`src/rtl/iob_wb2iob_bridge.sv`:
```
// rtl/iob_wb2iob_bridge.sv - Wishbone classic slave to IOb-native initiator bridge
// One transaction in flight; a bounded IOb wait ends the Wishbone cycle with wb_err_o.
module iob_wb2iob_bridge #(
  parameter int ADDR_W    = 32,
  parameter int DATA_W    = 32,
  parameter int TIMEOUT   = 1024,
  parameter int TIMEOUT_W = 11
) (
  input  logic                clk,
  input  logic                rst,
  input  logic [ADDR_W-1:0]   wb_adr_i,
  input  logic [DATA_W-1:0]   wb_dat_i,
  input  logic [DATA_W/8-1:0] wb_sel_i,
  input  logic                wb_we_i,
  input  logic                wb_cyc_i,
  input  logic                wb_stb_i,
  output logic [DATA_W-1:0]   wb_dat_o,
  output logic                wb_ack_o,
  output logic                wb_err_o,
  output logic                m_valid,
  output logic [ADDR_W-1:0]   m_address,
  output logic [DATA_W-1:0]   m_wdata,
  output logic [DATA_W/8-1:0] m_wstrb,
  input  logic [DATA_W-1:0]   m_rdata,
  input  logic                m_ready,
  output logic                busy
);

  localparam int STRB_W = DATA_W / 8;
  localparam logic [TIMEOUT_W-1:0] LAST_CNT = (TIMEOUT == 0) ? '0 : TIMEOUT_W'(TIMEOUT - 1);

  typedef enum logic [1:0] {
    ST_IDLE,
    ST_REQ,
    ST_ACK,
    ST_DRAIN
  } state_t;

  state_t                r_state;
  state_t                w_next;
  logic [ADDR_W-3:0]     r_adr;
  logic [DATA_W-1:0]     r_wdata;
  logic [STRB_W-1:0]     r_wstrb;
  logic                  r_we;
  logic                  r_valid;
  logic                  r_ack;
  logic                  r_err;
  logic [DATA_W-1:0]     r_rdata;
  logic [TIMEOUT_W-1:0]  r_cnt;

  logic w_start;
  logic w_issue;
  logic w_release;
  logic w_capture;
  logic w_err;
  logic w_unused_adr;

  // The IOb address is word aligned, so the byte offset is never forwarded.
  assign w_unused_adr = ^wb_adr_i[1:0];

  always_ff @(posedge clk or posedge rst) begin
    if (rst) begin
      r_state <= ST_IDLE;
    end else begin
      r_state <= w_next;
    end
  end

  always_comb begin
    w_next    = r_state;
    w_start   = 1'b0;
    w_issue   = 1'b0;
    w_release = 1'b0;
    w_capture = 1'b0;
    w_err     = 1'b0;
    case (r_state)
      ST_IDLE: begin
        if (wb_cyc_i && wb_stb_i) begin
          w_start = 1'b1;
          if (wb_we_i && (wb_sel_i == '0)) begin
            w_next = ST_ACK;
          end else begin
            w_next  = ST_REQ;
            w_issue = 1'b1;
          end
        end
      end
      ST_REQ: begin
        // m_ready beats both an abandoned cycle and an expiring timeout.
        if (m_ready) begin
          w_release = 1'b1;
          if (wb_cyc_i) begin
            w_next    = ST_ACK;
            w_capture = !r_we;
          end else begin
            w_next = ST_IDLE;
          end
        end else if (!wb_cyc_i) begin
          w_next = ST_DRAIN;
        end else if ((TIMEOUT != 0) && (r_cnt == LAST_CNT)) begin
          w_next = ST_DRAIN;
          w_err  = 1'b1;
        end
      end
      ST_ACK: begin
        w_next = ST_IDLE;
      end
      ST_DRAIN: begin
        if (m_ready) begin
          w_release = 1'b1;
          w_next    = ST_IDLE;
        end
      end
      default: begin
        w_next = ST_IDLE;
      end
    endcase
  end

  always_ff @(posedge clk or posedge rst) begin
    if (rst) begin
      r_adr   <= '0;
      r_wdata <= '0;
      r_wstrb <= '0;
      r_we    <= 1'b0;
      r_valid <= 1'b0;
      r_ack   <= 1'b0;
      r_err   <= 1'b0;
      r_rdata <= '0;
      r_cnt   <= '0;
    end else begin
      if (w_start) begin
        r_adr   <= wb_adr_i[ADDR_W-1:2];
        r_wdata <= wb_dat_i;
        r_wstrb <= wb_we_i ? wb_sel_i : '0;
        r_we    <= wb_we_i;
      end
      if (w_issue) begin
        r_valid <= 1'b1;
      end else if (w_release) begin
        r_valid <= 1'b0;
      end
      r_ack <= (w_next == ST_ACK);
      r_err <= w_err;
      if (w_capture) begin
        r_rdata <= m_rdata;
      end
      if (w_next == ST_IDLE) begin
        r_cnt <= '0;
      end else if (r_state == ST_REQ) begin
        r_cnt <= r_cnt + 1'b1;
      end
    end
  end

  assign m_valid   = r_valid;
  assign m_address = {r_adr, 2'b00};
  assign m_wdata   = r_wdata;
  assign m_wstrb   = r_wstrb;
  assign wb_dat_o  = r_rdata;
  assign wb_ack_o  = r_ack;
  assign wb_err_o  = r_err;
  assign busy      = (r_state != ST_IDLE);

endmodule
```
`config.mk`:
```
export PLATFORM = sky130hd
export DESIGN_NAME = iob_wb2iob_bridge
export DESIGN_NICKNAME = d
export VERILOG_FILES = /design/src/rtl/iob_wb2iob_bridge.sv
export SDC_FILE = /design/constraint.sdc
export NUM_CORES = 1
export LEC_CHECK = 0
export BUFFER_PORTS_ARGS = -buffer_cell sky130_fd_sc_hd__clkbuf_2
export CAP_MARGIN = 20
export CORE_MARGIN = 2
export CORE_UTILIZATION = 40
export CTS_BUF_LIST = sky130_fd_sc_hd__clkbuf_8
export CTS_CLUSTER_SIZE = 10
export DETAILED_ROUTE_END_ITERATION = 16
export HOLD_SLACK_MARGIN = 0.1
export PLACE_DENSITY = 0.73
export REMOVE_ABC_BUFFERS = 1
export SLEW_MARGIN = 5
export SYNTH_ARGS = -nofsm -noshare
export SYNTH_HDL_FRONTEND = slang
export SYNTH_SLANG_ARGS = --single-unit
```
`constraint.sdc`:
```
create_clock -name clk -period 3.3 [get_ports clk]
set_input_delay 0.495 -clock clk [delete_from_list [all_inputs] [get_ports clk]]
set_output_delay 0.495 -clock clk [all_outputs]
set_load 0.01 [all_outputs]
```
# ---- After elaboration in Yosys (flattened, before gate mapping)
# Cells that the tools add are included.
dict set report totals {
  wordCells 53
  out_inout_bits 104
  inputBits 106
  ff_bits 115
}
dict set report classes {
  add_sub_neg 1
  eq_ne 5
  n_reduce_logical 10
  n_mux 27
}
# cell n
set op_table {}
lappend op_table {{11-bit 2-to-1 mux} 2}
lappend op_table {{1-bit 2-to-1 mux} 16}
lappend op_table {{2-bit 2-to-1 mux} 7}
lappend op_table {{11-bit by 1-bit adder with 11-bit output, second input constant} 1}
lappend op_table {{11-bit by 10-bit == test with 1-bit output, second input constant} 1}
lappend op_table {{2-bit one-hot mux with 4 select lines} 1}
lappend op_table {{2-bit == test, second input constant} 3}
lappend op_table {{2-bit nonzero test} 3}
lappend op_table {{2-bit zero test} 2}
lappend op_table {{4-bit zero test} 1}
lappend op_table {{4-bit 2-to-1 mux} 1}
lappend op_table {{2-bit by 1-bit == test with 1-bit output, second input constant} 1}
lappend op_table {{1-bit logical AND} 2}
lappend op_table {{2-bit OR reduction} 1}
lappend op_table {{1-bit zero test} 1}

# ---- Depth between registers and ports, before layout
# Gate-level depths: netlist (run 1).
dict set report depth {
  depth_word 7
  mapped_depth 7
  ltp_nobuf 5
}

# ---- Worst setup path before layout (run 1)
# No wires, ideal clock.
dict set report synth_timing {
  path_type {reg-to-reg}
  start {register r_state[1]}
  end {register r_rdata[20], in the netlist wb_dat_o[20]}
  path_slack_ps 1826
  t_arrival_ps 1349
  t_required_ps 3175
  path_stages_with_launch 5
  setup_ps 125
  period_less_slack_ps 1474
  n_path_buf 1
  cell_sequence {dfrtp_1 nand2b_4 nor3_4 buf_6 mux2_2}
}
dict set report synth_between {
  elab_chain_len 2
}
# element line
set synth_rtl {}
lappend synth_rtl {{start, declared} 39} ;# state_t r_state;
lappend synth_rtl {{start signal, assigned} 65} ;# r_state <= w_next;
lappend synth_rtl {{2-bit by 1-bit == test with 1-bit output} 76} ;# case (r_state)
lappend synth_rtl {{1-bit 2-to-1 mux} 76}
lappend synth_rtl {{end signal, assigned} 146} ;# r_rdata <= m_rdata;
lappend synth_rtl {{end, declared} 48} ;# logic [DATA_W-1:0] r_rdata;
# Every way passes these cells.
# A chain may end at the register's enable or synchronous reset.

# ---- Worst setup path in the final report (run 1)
dict set report layout_timing {
  start {register r_state[0]}
  end {register r_adr[25]}
}
dict set report layout_between {
  elab_chain_len 2
}
# element line
set layout_rtl {}
lappend layout_rtl {{2-bit zero test} 76}
lappend layout_rtl {{1-bit 2-to-1 mux} 76}
lappend layout_rtl {{end signal, assigned} 133} ;# r_adr <= wb_adr_i[ADDR_W-1:2];
lappend layout_rtl {{end, declared} 41} ;# logic [ADDR_W-3:0] r_adr;
# Every way passes these cells.

==> impl_metrics.toml, run 1 <==
[synthesis]
synth.yosys.warnings = 0
synth-edff-count = 0
ys_seq_elements = 115
synth.distinct_cells = 34
synth_common_cells = "207 x nand2_1, 115 x dfrtp_1, 28 x mux2_2, 9 x nor2_1, 8 x buf_2"
yosysMostFrequentCell = "nand2_1"
ys_seq_area_frac = 0.633
synth_top_area_frac = 0.633
synthCells = 437
synth.avg_cell_area_sq_um = 10.4
yosys.area.top_type = "dfrtp_1"
synthFlopType = "dfrtp_1"
synth.area.top_cells = "dfrtp_1 63%, nand2_1 17%, mux2_2 6.9%"
async_flop_share = 1.00
syn_area_sq_um = 4540

[timing]
setup_slack_ns = 1.45
slew_headroom = 0.436
hold_violations = 0
fin_worst_skew_ns = 0.00610
fin_crit_sh = 0.561
grt_setup_unrepaired = "false"
fmax_ghz = 0.540
setup_viol_count_final = 0
tightest_slew_ns = 0.846
hold_slack_ns = 0.183
min_period_ns = 1.85
slew_violations = 0
tns_ns = 0

[clocking]
clock_latency_ns = 0.42
root_buffer = "clkbuf_8"
clock_sinks = 115
cts_hold_buf = 0
clkTransAtPathRegs_ns = 0.06
cts-htree-levels = 4
cts_tree = "done"
cts_buffers = 17
post_cts_buffers = 0
clockBufferDepth = 2
ctsResizeCount = 0

[die]
die_h_um = 111
start_util = 0.414
core_area_sq_um = 11000
pin_count = 210
die_area_sq_um = 12200
die_width_um = 111
rows = 38

[pwr]
total_power_w = 0.00441
leakagePower_nw = 3.36
power_density_nw_per_um2 = 730
ir_worst_vdd_mv = 0.465

[placement]
numPortBuffers = 205
gp_congestion = 0.783
dp.final_hpwl_mm = 7.43
dp_slack_ns = 1.27

[worst_setup_path]
cp_max_fo = 30
worstPathRequired_ns = 3.67
end_kind = "flop"
crit_path_start_kind = "flop"
crit_arrival_ns = 2.22
worstSetupPathType = "reg2reg"

[global_route]
grt_pass1_wl_mm = 17.5
antenna_found_initial = 0
grt_overflow = 0
grt_pass1_vias = 3791
grt_max_degree = 60
grt_usage = 0.178

[drt]
dr.pass1.iters = 4
wl_per_cell_um = 12.8
vias = 3682
ant_nets = 0
drc = 0
routed_wl_mm = 10.3
drtIter0Drc = 120
vias_per_cell = 4.61

[cells_and_area]
fin_nets = 753
area_growth_pct = 32.8
n_antenna_cell = 0
layout-drive-gt1-share = 0.413
fillers = 1012

[outcome]
status = "complete, no violations"

[job]
maxCapViolCount = 0

[worst_hold_path]
hold_class = "in2async"
-- cells by family (layout without fill, tap and decap cells) --
logic type	Yosys count	after routing	synth area share
AOI/OAI and AO/OA	11	11	0.0143
muxes	34	34	0.0837
other	1	2	0.000825
xor gates and xnor gates	7	7	0.0135
adders and majority gates	1	1	0.00275
and+or+nand+nor	244	244	0.221
buffers and inverters	24	245	0.0303
DFF	115	115	0.633
-- final timing paths --
check                                  start           end  slack [ns]  cells past startpoint
worst max-delay path              r_state[0]     r_adr[25]        1.45                      5
worst min-delay path                     rst  wb_dat_o[26]        0.18                      2
worst max register to register    r_state[0]     r_adr[25]        1.45                      5
worst min register to register    m_wstrb[2]    m_wstrb[2]        0.47                      2
max in group asynchronous                rst  wb_dat_o[17]        2.35                      3
min in group clk                wb_adr_i[16]     r_adr[14]        0.26                      3
-- flip-flops by register name, summed over array words and instances (netlist names) --
register	flops
r_we	1
r_adr	30
r_state	2
m_wdata	32
wb_err_o	1
r_cnt	11
wb_dat_o	32
wb_ack_o	1
m_valid	1
m_wstrb	4
-- cell usage in the layout, fill, tap and decap left out, drive strengths merged, types with 2 or more instances in the layout --
cell type,instances
a21oi,6
and2,2
buf,5
clkbuf,228
clkinv,4
conb,2
dfrtp,115
inv,8
mux2,32
mux2i,2
nand2,207
nand2b,2
nand3,6
nand4,3
nor2,9
nor2b,3
nor3,6
nor4,2
o31ai,2
xnor2,4
xor2,3
-- stage by stage --
step | std cells | cell area, sq um | utilization
3_5_place_dp | 767 | 5680 | 0.517
2_1_floorplan | 417 | 4420 | -
6_report | 799 | 6030 | 0.549
5_1_grt | 799 | 6030 | 0.549
4_1_cts | 799 | 6030 | 0.549
3_3_place_gp | 767 | 5680 | 0.517
-- layout make-up --
cell class	instances	area, sq um	area share
repair buffers	210	1080	0.178
flip-flops and latches	115	2880	0.477
multi-input cells	299	1540	0.255
well taps	140	175	0.0290
inverters	3	13.8	0.00228
clock inverters	9	38.8	0.00643
clock buffers	23	317	0.0525
-- metal layers --
| metal | global-route usage | routed length [um] |
|---|---|---|
| met2 | 0.288 | 5080 |
| met5 | 0 | 0 |
| met3 | 0.0631 | 757 |
| met1 | 0.211 | 4150 |
| met4 | 0.0867 | 276 |
-- worst max-delay path, cell delays in order (launching register included) --
cell and delay, ns:
dfrtp_1 0.46, nor2b_1 0.23, and2_2 0.55, buf_4 0.37
nand2_1 0.09, nand2_1 0.07
-- power breakdown --
part | total [W] | internal (W) | switching (W)
combinational | 0.00121 | 0.000561 | 0.000647
sequential | 0.00206 | 0.00183 | 0.000228
clock | 0.00114 | 0.000620 | 0.000522
Power figures use the tool's default switching activity.
==> run 2, diff against run 1 <==
--- a/config.mk
+++ b/config.mk
@@ -13,7 +13,7 @@
 export CTS_CLUSTER_SIZE = 10
 export DETAILED_ROUTE_END_ITERATION = 16
 export HOLD_SLACK_MARGIN = 0.1
-export PLACE_DENSITY = 0.73
+export PLACE_DENSITY = 0.7
 export REMOVE_ABC_BUFFERS = 1
 export SLEW_MARGIN = 5
 export SYNTH_ARGS = -nofsm -noshare
==> constraint.sdc (replaced) <==
create_clock -name clk -period 1.8 [get_ports clk]
set_input_delay 0.27 -clock clk [delete_from_list [all_inputs] [get_ports clk]]
set_output_delay 0.27 -clock clk [all_outputs]
set_load 0.01 [all_outputs]
==> impl_metrics.toml, run 2 (synthesized netlist as in run 1, its figures left out) <==
[die]
start_util = 0.414
die_width_um = 111
core_area_sq_um = 11000
die_area_sq_um = 12200
die_h_um = 111
rows = 38
pin_count = 210

[global_route]
grt_usage = 0.226
antenna_found_initial = 0
grt_pass1_vias = 4701
grt_pass1_wl_mm = 22.2
grt_max_degree = 69
grt_overflow = 0

[timing]
fin_worst_skew_ns = 0.00781
slew_violations = 0
grt_setup_unrepaired = "false"
fin_crit_sh = 0.892
hold_slack_ns = 0.246
setup_slack_ns = 0.194
fmax_ghz = 0.623
hold_violations = 0
setup_viol_count_final = 0
min_period_ns = 1.61

[cells_and_area]
fin_nets = 859
area_growth_pct = 57.2
finalNonFillerCells = 903
layout-drive-gt1-share = 0.362
final_cell_mix = "206 x nand2_1, 205 x clkbuf_2, 115 x dfrtp_1, 102 x dlygate4sd3_1, 28 x mux2_2"
layout_commonest_cell = "nand2_1"
n_antenna_cell = 0
fillers = 816

[outcome]
status = "complete, no violations"

[placement]
dp.cells = 771
dp_slack_ns = 0.142
numPortBuffers = 205
dp.final_hpwl_mm = 7.87
gp_congestion = 0.740

[worst_setup_path]
crit_arrival_ns = 1.97
worstSetupPathType = "in2reg"
worstPathRequired_ns = 2.16
cp_max_fo = 68
end_kind = "flop"
regToRegStartpoint = "r_state[1]"
r2r_cells = 4
crit_path_start_kind = "input pin"
r2r-end = "wb_dat_o[9]"
rrSetupSlack_ns = 0.23

[clocking]
cts_buffers = 17
clock_sinks = 115
clockBufferDepth = 2
post_cts_buffers = 0
clock_latency_ns = 0.42
root_buffer = "clkbuf_8"
clkTransAtPathRegs_ns = 0.06
cts_tree = "done"
cts-htree-levels = 4

[worst_hold_path]
hold_class = "in2reg"
hold_depth = 3
hp-start = "wb_stb_i"
hold_path_end = "r_cnt[5]"

[job]
maxCapViolCount = 0

[pwr]
ir_worst_vdd_mv = 0.793
pwr-share-comb = 0.299
p_int_w = 0.00571
p_sw_frac = 0.323
power_switching_w = 0.00272
power_density_nw_per_um2 = 1180
seqPwrFrac = 0.452
leakagePower_nw = 3.82
clkPwrFrac = 0.250

[drt]
wl_per_cell_um = 14.5
drtIter0Drc = 154
wl_met2_mm = 6.49
wl_met3_mm = 1.04
dr.pass1.iters = 6
vias = 4296
drc = 0
routed_wl_mm = 13.1
ant_nets = 0
met1Wirelength_mm = 5.12
highest_layer = "met4"
vias_per_cell = 4.76
-- run 2: cell types whose count changed in the layout (fill, tap and decap cells not counted) --
| cell | before | now |
|---|---|---|
| dlygate4sd3_1 | 0 | 102 |
| buf_12 | 1 | 6 |
| clkbuf_8 | 23 | 20 |
| a21oi_1 | 6 | 5 |
| a21oi_2 | 0 | 1 |
| buf_4 | 4 | 3 |
| bufinv_16 | 0 | 1 |
| clkinv_2 | 4 | 5 |
| inv_1 | 7 | 6 |
-- run 2: per-stage QoR --
step / total power [W] / setup TNS [ns] / util / cell area [sq um]
2_1_floorplan: 0.00492 / -197.45 / - / 4420
3_3_place_gp: 0.00603 / 0 / 0.526 / 5770
3_5_place_dp: 0.00613 / 0 / 0.526 / 5770
4_1_cts: 0.00845 / 0 / 0.650 / 7140
5_1_grt: 0.00896 / 0 / 0.650 / 7140
6_report: 0.00842 / 0 / 0.650 / 7140
-- run 2: worst max-delay path by stage --
stage	startpoint	to
floorplan	rst	m_valid
global placement	r_state[1]	r_cnt[9]
detailed placement	r_state[1]	r_cnt[9]
CTS	wb_cyc_i	r_cnt[9]
global route	wb_cyc_i	m_wdata[11]
finish	wb_cyc_i	m_wdata[11]
-- run 2: final cells by class --
class | instances | area, sq um | share of cell area
inverters | 3 | 13.8 | 0.00193
well taps | 140 | 175 | 0.0245
flip-flops and latches | 115 | 2880 | 0.403
clock buffers | 20 | 275 | 0.0385
clock inverters | 10 | 70.1 | 0.00981
multi-input cells | 299 | 1540 | 0.216
repair buffers | 316 | 2190 | 0.307
-- run 2: metal layers --
layer / vias up / global-route usage
met5: - / 0
met1: 2017 / 0.254
met2: 215 / 0.379
li1: 2023 / -
met3: 41 / 0.0790
met4: 0 / 0.119
-- run 2: critical path, cell delays in order --
cell and delay [ns]:
dlygate4sd3_1 0.52, clkbuf_2 0.14, nor2b_1 0.28, and2_2 0.23, buf_12 0.25, nand2_1 0.15
nand2_1 0.08
-- run 2: power groups by stage --
stage                     Sequential, W  Combinational (W)  Clock, W
after global routing            0.00391            0.00275   0.00230
after detailed placement        0.00381            0.00232         0
final                           0.00381            0.00252   0.00210
after CTS                       0.00379            0.00248   0.00218
after floorplan                 0.00414           0.000782         0
after global placement          0.00378            0.00225         0
-- run 2: repair_timing --
item,CTS,global route
endpoints found under the hold margin,121,0
hold buffers,102,0
resized for setup,0,1
setup endpoints to repair,0,3
